--- src/rtl/fetch_decode_queue.sv ---
// Fetch-to-decode decoupling FIFO holding {PC, instruction} pairs; flush drops wrong-path entries.
// Latency: 1 cycle fetch-to-decode (no bypass); head is a combinational read of storage[rd_ptr].
// Backpressure: enablePC drops while full; a full queue refuses pushes even when popping that cycle.
// Ports: clk, reset (async active-low); fetch_valid/fetch_pc/fetch_instr in, enablePC out;
//        flush in; dec_valid/dec_pc/dec_instr out with dec_ready in; occupancy, overflow_err out.
module fetch_decode_queue #(
  parameter int DEPTH   = 4,
  parameter int PC_W    = 64,
  parameter int INSTR_W = 32,
  parameter int CNT_W   = $clog2(DEPTH) + 1
) (
  input  logic               clk,
  input  logic               reset,
  input  logic               fetch_valid,
  input  logic [PC_W-1:0]    fetch_pc,
  input  logic [INSTR_W-1:0] fetch_instr,
  output logic               enablePC,
  input  logic               flush,
  output logic               dec_valid,
  input  logic               dec_ready,
  output logic [PC_W-1:0]    dec_pc,
  output logic [INSTR_W-1:0] dec_instr,
  output logic [CNT_W-1:0]   occupancy,
  output logic               overflow_err
);

  localparam int PTR_W = $clog2(DEPTH);

  logic [PC_W-1:0]    pc_mem    [DEPTH];
  logic [INSTR_W-1:0] instr_mem [DEPTH];
  logic [PTR_W-1:0]   wr_ptr;
  logic [PTR_W-1:0]   rd_ptr;
  logic [CNT_W-1:0]   count;

  logic full;
  logic empty;
  logic push;
  logic pop;

  // Status derives from the registered count only, so enablePC never
  // depends combinationally on dec_ready or flush.
  assign full  = (count == CNT_W'(DEPTH));
  assign empty = (count == '0);

  assign enablePC  = !full;
  assign dec_valid = !empty;
  assign dec_pc    = pc_mem[rd_ptr];
  assign dec_instr = instr_mem[rd_ptr];
  assign occupancy = count;

  // Flush kills both sides: the fetch beat that cycle is wrong-path and the
  // head is being discarded anyway.
  assign push = fetch_valid & !full & !flush;
  assign pop  = dec_valid & dec_ready & !flush;

  always_ff @(posedge clk or negedge reset) begin
    if (!reset) begin
      wr_ptr       <= '0;
      rd_ptr       <= '0;
      count        <= '0;
      overflow_err <= 1'b0;
      for (int i = 0; i < DEPTH; i++) begin
        pc_mem[i]    <= '0;
        instr_mem[i] <= '0;
      end
    end else begin
      if (fetch_valid && full && !flush) begin
        overflow_err <= 1'b1;
      end

      if (flush) begin
        // Storage left stale; with count at zero it is never presented.
        wr_ptr <= '0;
        rd_ptr <= '0;
        count  <= '0;
      end else begin
        if (push) begin
          pc_mem[wr_ptr]    <= fetch_pc;
          instr_mem[wr_ptr] <= fetch_instr;
          wr_ptr            <= wr_ptr + PTR_W'(1);
        end
        if (pop) begin
          rd_ptr <= rd_ptr + PTR_W'(1);
        end
        case ({push, pop})
          2'b10:   count <= count + CNT_W'(1);
          2'b01:   count <= count - CNT_W'(1);
          default: count <= count;
        endcase
      end
    end
  end

endmodule

--- config.mk ---
export PLATFORM = sky130hd
export DESIGN_NAME = fetch_decode_queue
export DESIGN_NICKNAME = d
export VERILOG_FILES = /design/src/rtl/fetch_decode_queue.sv
export SDC_FILE = /design/constraint.sdc
export NUM_CORES = 1
export LEC_CHECK = 0
export CORE_MARGIN = 5
export CORE_UTILIZATION = 50
export CTS_CLUSTER_SIZE = 20
export DETAILED_ROUTE_END_ITERATION = 12
export PLACE_DENSITY = 0.72
export SYNTH_ARGS = -nofsm -noshare
export SYNTH_HDL_FRONTEND = slang
export SYNTH_SLANG_ARGS = --single-unit
--- constraint.sdc ---
create_clock -name clk -period 2.21 [get_ports clk]
set_input_delay 0.442 -clock clk [delete_from_list [all_inputs] [get_ports clk]]
set_output_delay 0.442 -clock clk [all_outputs]
set_load 0.01 [all_outputs]
* Word level (Yosys, flattened, before mapping)
Index checks and enable logic that the tools add are counted.
Storage, ports and cells: bits of input ports 101, memory bits (writable) 0, memories 0, latch bits 0, flip-flop bits (word level) 392, ROM bits 0, word-level logic and storage cells 58
Operators by class: order comparisons 3, reduce and logical (&&, ||, !) cells 11, shifts and indexed selects 0, equality and inequality tests 3, bitwise operators 7, add/subtract/negate cells 4, $mul 0, mux-type cells 18, div/mod/pow operators 0
Operators by type and width (count):
- 256-bit bitwise mux | 1
- 64-bit 2-to-1 mux | 3
- 64-bit binary-select mux with 2-bit select | 1
- 128-bit bitwise mux | 1
- 64-bit demux with 2-bit select | 1
- 32-bit 2-to-1 mux | 3
- 32-bit binary-select mux with 2-bit select | 1
- 32-bit demux with 2-bit select | 1
- 2-bit 2-to-1 mux | 4
- 3-bit >= comparator, second input constant | 2
- 2-bit inverter with 3-bit output | 2
- 3-bit one-hot mux with 2 select lines | 1
- 2-bit by 1-bit adder with 2-bit output, second input constant | 2
- 1-bit AND | 4
- 2-bit nonzero test | 2
- 3-bit by 1-bit adder with 3-bit output, second input constant | 1
- 3-bit equality test, second input constant | 1
- 1-bit logical AND | 3
- 1-bit zero test | 3
- 3-bit zero test | 1
- 3-bit by 1-bit less-than comparator with 1-bit output, second input constant | 1
- 3-bit 2-to-1 mux | 1
- 3-bit nonzero test | 1
- 3-bit by 1-bit subtractor with 3-bit output, second input constant | 1
- 4 further kinds | 4

* Logic depth before layout (Yosys ltp)
Gate-level depths: netlist of run 1.
depth after elaboration 7, mapped depth 7, gate-level depth less buffers 6

* Least setup slack after synthesis of run 1
OpenSTA, ideal clock, no wires.
path type register to register, from register count[0], in the netlist occupancy[0], to register count[2], in the netlist occupancy[2], data arrival time 2091 ps, stages on the path, launching flop included 8, library setup time 82 ps, period minus slack after synthesis 2173 ps, data required time 2128 ps, setup slack 37 ps, cells stage by stage dfrtp_1 -> buf_2 -> o31ai_1 -> nor3_1 -> fa_1 -> nand2b_1 -> or4_1 -> a31oi_1
On the way: word-level cells in the longest chain between the ends 7
Ends and longest elaborated chain:
- start, declared | RTL line 33 | logic [CNT_W-1:0] count;
- start signal, assigned | RTL line 86 | 2'b10: count <= count + CNT_W'(1);
- start signal, assigned | RTL line 87 | 2'b01: count <= count - CNT_W'(1);
- start signal, assigned | RTL line 88 | default: count <= count;
- 3-bit equality test / 3-bit zero test (equally long branches) | RTL line 42, 43
- 1-bit zero test (on tied branches) | RTL line 53, 46
- 1-bit AND (on tied branches) (2 in a row) | RTL line 53, 54
- 2-bit by 1-bit equality test with 1-bit output / 2-bit equality test (equally long branches) | RTL line 85 | case ({push, pop})
- 3-bit one-hot mux with 2 select lines | RTL line 85
- 3-bit 2-to-1 mux | RTL line 71 | if (flush) begin
Parallel ways exist; a longest one is shown, timed or not. A chain may end at the register's enable or synchronous reset.

* Worst setup path after layout of run 1
from register rd_ptr[0], to output dec_pc[36]
On the way: word-level cells in the longest chain between the ends 4
Ends and longest elaborated chain:
- start, declared | RTL line 32 | logic [PTR_W-1:0] rd_ptr;
- start signal, assigned | RTL line 83 | rd_ptr <= rd_ptr + PTR_W'(1);
- 2-bit inverter with 3-bit output (not written as such) | RTL line 47 | assign dec_pc = pc_mem[rd_ptr];
- 64-bit binary-select mux with 2-bit select | RTL line 47
- 64-bit 2-to-1 mux (not written as such) (2 in a row) | RTL line 47
- end, declared | RTL line 21 | output logic [PC_W-1:0] dec_pc,
Every way passes these cells. The select of a mux whose other input is x is not followed.

==> results.md, run 1 <==
- Kind of end point of the critical path: primary output
- Most common cell in the netlist: sky130_fd_sc_hd__dfrtp_1
- Largest net degree at the start of global routing: 56
- Slowest Stage Delay on Critical Path: 0.54 ns
- Area of the die: 39900 um^2
- Cell Chain, Critical Path: buf_6, buf_6, buf_12, buf_6, mux4_2, buf_6
- TritonCTS clock tree: done
- First drt pass iteration count: 4
- Insertion delay of the later-clocked pin in the worst-skew pair: 0.54 ns
- Leftover overflow at the end of global routing: 0
- Power per cell area: 1040 nW/um^2
- Average size of a mapped cell: about 18 um^2
- Routed wire length: 39200 um
- Setup slack of the worst register-to-register path: 0.09 ns
- Dominant cell type by count on the critical path: sky130_fd_sc_hd__buf_6
- Worst reg2reg startpoint: occupancy[1]
- Input/output buffers: 202
- CTS Buf Count: 42
- Leading cell types by count after synthesis: sky130_fd_sc_hd__dfrtp_1, sky130_fd_sc_hd__mux2_2, sky130_fd_sc_hd__mux2_4
- Total Neg Setup Slack: -27.62 ns
- Slew @ Worst Pin: 0.483 ns
- Run status: finished with violations
- Number of clock sinks: 392
- Final weighted congestion in routability-driven placement: around 0.75
- Cell taking the most area after synthesis: sky130_fd_sc_hd__dfrtp_1
- Warnings from Yosys: 0
- Routed wire length per instance: 22.0 um
- Number of vias per cell after detailed routing: roughly 5.5
- Final Hold Viols: 0
- Final-report setup violation count: 96
- Maximum net fanout on the critical path: 6
- CP Launch Type: register
- Cells on worst reg2reg path: 7
- Arrival time at the worst endpoint: between 2 and 2.5 ns
- Share of flip-flops with an asynchronous set or reset: 100%
- Vias in the first global route: between 10k and 15k
- Required time at the worst-slack endpoint: between 1.5 and 2 ns
- Yosys top cell area share: 54.5%
- Leading cell types by total area after synthesis: sky130_fd_sc_hd__dfrtp_1, sky130_fd_sc_hd__mux2_2, sky130_fd_sc_hd__mux2_4, sky130_fd_sc_hd__mux4_2, sky130_fd_sc_hd__buf_12
- Slowest cell on the critical path: sky130_fd_sc_hd__dfrtp_4
- Post-Synthesis Net Count: 1100
- Failing checks: setup timing
- Post-route minimum period: between 2 and 3 ns
- Deepest level of the CTS H-tree: 2
- Residual antenna-violating net count after detailed routing: 0
- CTS root buf: sky130_fd_sc_hd__clkbuf_16
- Fmax: 0.382 GHz
- Final Hold Slack: 0.448 ns
- Most used flip-flop cell after synthesis: sky130_fd_sc_hd__dfrtp_1
- Height of the die: 200 um
- Setup repair after global routing missed its margin: true
- Post-CTS clock slew at the launch and capture registers of the worst setup and hold paths: 0.06 ns
- Number of antenna violations at the first check in global routing: 0
- Horiz. Die Dim: 200 um
- Number of synthesized register bits: 392
- DRC violations left: 0
- Sequential-to-total area share from yosys stat: 54.5%
- First-pass GRT wire length: just over 60000 um
- Distinct cells, synth: 40
- R2r endpoint: occupancy[2]
- Max_slew headroom: 67.8%
- I/O pin total: 203
- Clk_skew: 0.00882 ns
- EDFF count, synth: 0
- DR iter-0 viols: 391
- WS Path Type: register to primary output
- Post-layout worst setup margin: -0.411 ns
- Number of instances in the synthesized netlist: 994
- Synth Cell Area: 18000 um^2
- Final Slew Violations: 0
- Static Leak: 10.7 nW
- Inserted Diodes: 0
- Post-layout nets: between 1k and 1.5k
- Fraction of layout cells with a size suffix above 1: about three fifths
- Post-DP HPWL: 25700 um
- GRT Total Usage: 19.4%
- Via count: between 9k and 10k
- Synth-to-Final Area Change: 26.8%
- Post-placement setup slack: -0.167 ns
- Worst VDD drop: 738 uV
- Initial standard-cell utilization of the core: 50.6%
- Power after layout: around 0.024 W
- Clock tree buffer depth: 3
- Area inside the core boundary: 35600 um^2
- Fin crit share: 119%
- MaxCap Viol Count: 0
- Standard-cell rows: 69
- Type of the most critical hold path: input pin to asynchronous set/reset pin
[final cells by class]
cell class | count | area (um^2)
flip-flops and latches | 392 | 9820
repair buffers | 325 | 3610
fillers | 2541 | 12700
clock inverters | 7 | 63.8
well taps | 461 | 577
inverters | 4 | 17.5
clock buffers | 64 | 1260
multi-input cells | 529 | 7490
[where the power goes]
| part | total, W | internal (W) | switching, W |
|---|---|---|---|
| registers | 0.0102 | 0.00921 | 0.00104 |
| logic | 0.00685 | 0.00453 | 0.00231 |
| clock network | 0.00676 | 0.00404 | 0.00273 |
[kinds of logic (layout without fill, tap and decap cells)]
logic type | count (synthesis) | in the layout | synth area share (%)
XOR/XNOR | 3 | 3 | 0.146
AND/OR/NAND/NOR | 24 | 24 | 1.06
buffers and inverters | 73 | 400 | 3.97
multiplexers | 480 | 480 | 39.3
AO/OA/AOI/OAI | 17 | 17 | 0.639
flip-flops | 392 | 392 | 54.5
adder cells (fa/ha/maj) | 5 | 5 | 0.389
[per-layer routing]
layer | part of all wire, % | GRT usage (%) | vias to the layer above
li1 | - | - | 4333
met1 | 45 | 28.0 | 5299
met2 | 48 | 31.2 | 200
met3 | 5.2 | 3.78 | 48
met4 | 1.5 | 4.18 | 0
met5 | 0 | 0 | -
[cell usage in the layout, fill, tap and decap left out, types with 45 or more instances in the layout]
| cell type | instances |
|---|---|
| sky130_fd_sc_hd__clkdlybuf4s50_1 | 103 |
| sky130_fd_sc_hd__clkbuf_16 | 48 |
| sky130_fd_sc_hd__mux2_2 | 224 |
| sky130_fd_sc_hd__mux2_4 | 160 |
| sky130_fd_sc_hd__dfrtp_1 | 390 |
| sky130_fd_sc_hd__buf_6 | 62 |
| sky130_fd_sc_hd__clkbuf_2 | 45 |
| sky130_fd_sc_hd__mux4_2 | 96 |
| sky130_fd_sc_hd__buf_12 | 47 |
| sky130_fd_sc_hd__buf_4 | 46 |
[critical path, delay by kind of cell (launching register included)]
family / cells / cell delay, ns
buffers and inverters: 5 / 0.68
flip-flops: 1 / 0.54
multiplexers: 1 / 0.44
[worst max-delay path by stage]
| stage | start | end | slack [ns] | cells after the start |
|---|---|---|---|---|
| 3_3_place_gp | fetch_valid | occupancy[2] | -0.18 | 7 |
| 6_report | rd_ptr[0] | dec_pc[36] | -0.41 | 6 |
| 5_1_grt | rd_ptr[0] | dec_pc[32] | -0.47 | 6 |
| 3_5_place_dp | fetch_valid | occupancy[2] | -0.17 | 7 |
| 2_1_floorplan | occupancy[0] | occupancy[2] | 0.04 | 7 |
| 4_1_cts | rd_ptr[0] | dec_instr[23] | -0.64 | 3 |
[sequential cells by signal, indices dropped and copies added, names as in the netlist]
signal and cells:
instr_mem 128, wr_ptr 2, overflow_err 1, rd_ptr 2
occupancy 3, pc_mem 256
[metrics by stage]
step	instances	utilization, %	cell area, um^2
2_1_floorplan	994	-	18000
3_3_place_gp	1666	59.1	21000
3_5_place_dp	1666	59.1	21000
4_1_cts	1751	63.0	22400
5_1_grt	1782	64.2	22800
6_report	1782	64.2	22800
[repair_timing]
item,4_1_cts,5_1_grt
setup endpoints to repair,98,97
buffers inserted,13,26
gates cloned,0,6
hold buffers,1,0
endpoints found under the hold margin,39,0
pin swaps,1,0
gates resized for setup,167,224
No activity file was read; power rests on OpenSTA's default activity.
==> run 2: changes to the inputs <==
Settings changed: CTS_CLUSTER_DIAMETER set to 200.
==> results.md, run 2 (synthesis results as in run 1) <==
- Standard-cell rows: 69
- Post-DP HPWL: 25700 um
- Area of the die: about 40000 um^2
- Insertion delay of the later-clocked pin in the worst-skew pair: 0.54 ns
- Met1 Track Usage GR: 28.0%
- Inserted Diodes: 0
- Number of antenna violations at the first check in global routing: 0
- Type of the most critical hold path: input pin to asynchronous set/reset pin
- Commonest cells after routing, fill and taps aside: sky130_fd_sc_hd__dfrtp_1, sky130_fd_sc_hd__mux2_2, sky130_fd_sc_hd__mux2_4, sky130_fd_sc_hd__clkdlybuf4s50_1, sky130_fd_sc_hd__mux4_2
- Post-route minimum period: roughly 2.7 ns
- WS Path Type: register to primary output
- Clock tree buffer depth: 3
- Number of buffer and inverter instances along the worst setup path: 5
- Required time at the worst-slack endpoint: 1.77 ns
- Residual antenna-violating net count after detailed routing: 0
- Total Neg Setup Slack: -32.45 ns
- Post-layout nets: 1394
- Final Hold Viols: 0
- Setup repair after global routing missed its margin: true
- TritonCTS clock tree: done
- CTS root buf: sky130_fd_sc_hd__clkbuf_16
- Height of the die: roughly 200 um
- Deepest level of the CTS H-tree: 1
- MaxCap Viol Count: 0
- Most frequent standard cell in the layout excluding fill and tap cells: sky130_fd_sc_hd__dfrtp_1
- Slowest Stage Delay on Critical Path: about 0.57 ns
- Largest net degree at the start of global routing: 56
- Input/output buffers: 202
- CTS Buf Count: 23
- Initial standard-cell utilization of the core: 50.6%
- Fraction of met3 tracks used by global routing: under 10%
- Via count: about 9.8k
- Slew @ Worst Pin: 0.486 ns
- Clk_skew: 0.0282 ns
- Kind of end point of the critical path: primary output
- Leftover overflow at the end of global routing: 0
- Static Leak: 10.3 nW
- Fin crit share: 122%
- Fraction of layout cells with a size suffix above 1: 58.0%
- DRC violations left: 0
- Post-placement setup slack: -0.167 ns
- Final Slew Violations: 0
- Arrival time at the worst endpoint: ~2.3 ns
- Dominant cell type by count on the critical path: sky130_fd_sc_hd__buf_6
- Maximum net fanout on the critical path: 7
- Synth-to-Final Area Change: 23.2%
- Routed wire length per instance: between 20 and 25 um
- Dpl cell area: 21000 um^2
- Most crowded layer after global routing: met2
- DR iter-0 viols: 390
- Post-layout worst setup margin: -0.479 ns
- Horiz. Die Dim: around 200 um
- Final-report setup violation count: between 90 and 100
- Run status: finished with violations
- Number of clock sinks: 392
- Family with the most delay on the worst path: buffers and inverters
- CP Launch Type: register
- Final weighted congestion in routability-driven placement: 0.754
- Post-Layout Inst Area: 22200 um^2
- Cell Chain, Critical Path: buf_12, clkbuf_16, buf_8, buf_6, mux4_2, buf_6
- First-pass GRT wire length: 60400 um
- Met2 capacity usage during global routing: between 30% and 40%
- Failing checks: setup timing
- Vias in the first global route: 10.6k
- Slowest cell on the critical path: sky130_fd_sc_hd__dfrtp_4
- Worst VDD drop: 750 uV
- Largest register by flop count: pc_mem
- I/O pin total: 203
- Area inside the core boundary: 35600 um^2
- Number of vias per cell after detailed routing: 5.60
- Routed wire length: 38800 um
- Power per cell area: about 960 nW/um^2
- Max_slew headroom: 67.6%
- Post-CTS clock slew at the launch and capture registers of the worst setup and hold paths: about 0.090 ns
- Fmax: 0.372 GHz
- First drt pass iteration count: 4
- GRT Total Usage: between 10% and 20%
- Max FFs per register: 256
==> run 2: cell count changes in the layout (fill, tap and decap cells not counted), sizes merged <==
cell and change:
clkbuf -44, bufinv -1, buf +20, clkinv -5, dlymetal6s2s -3
==> run 2: timing repair <==
item / 4_1_cts / 5_1_grt
resized for setup: 166 / 254
hold endpoints to repair: 39 / 0
pin swaps: 1 / 1
hold buffers: 1 / 0
buffers inserted: 12 / 40
setup endpoints to repair: 100 / 100
cloned: 0 / 6
==> run 2: cell type report <==
class,count,area [um^2]
Fill cell,2606,13400
Sequential cell,392,9820
Multi-Input combinational cell,529,7490
Timing Repair Buffer,338,3690
Clock buffer,24,579
Tap cell,461,577
Inverter,4,17.5
Clock inverter,1,8.76
==> run 2: metal layers <==
| layer | routed length (um) | up-vias | part of all wire (%) |
|---|---|---|---|
| li1 | - | 4282 | - |
| met1 | 17800 | 5279 | 46 |
| met2 | 18700 | 202 | 48 |
| met3 | 1740 | 36 | 4.5 |
| met4 | 602 | 0 | 1.6 |
| met5 | 0 | - | 0 |
==> run 2: power by group <==
part           internal (W)  switching, W
clock network       0.00187       0.00228
registers           0.00918       0.00104
logic               0.00459       0.00232
total                0.0156       0.00564
==> run 2: per-stage QoR <==
step / utilization (%) / power [W] / hold WS, ns / instances
2_1_floorplan: - / 0.0142 / 0.146 / 994
3_3_place_gp: 59.1 / 0.0168 / 0.422 / 1666
3_5_place_dp: 59.1 / 0.0170 / 0.420 / 1666
4_1_cts: 60.9 / 0.0211 / 0.435 / 1704
5_1_grt: 62.4 / 0.0224 / 0.460 / 1749
6_report: 62.4 / 0.0213 / 0.448 / 1749
==> run 2: final timing paths <==
kind	startpoint	slack, ns	endpoint	cells past startpoint
min	reset	0.45	pc_mem[183]	2
min in group clk	overflow_err	0.50	overflow_err	1
max in group asynchronous	reset	1.02	pc_mem[168]	3
max	rd_ptr[0]	-0.48	dec_pc[49]	6
min reg2reg	overflow_err	0.50	overflow_err	1
max reg2reg	occupancy[1]	0.06	occupancy[2]	7
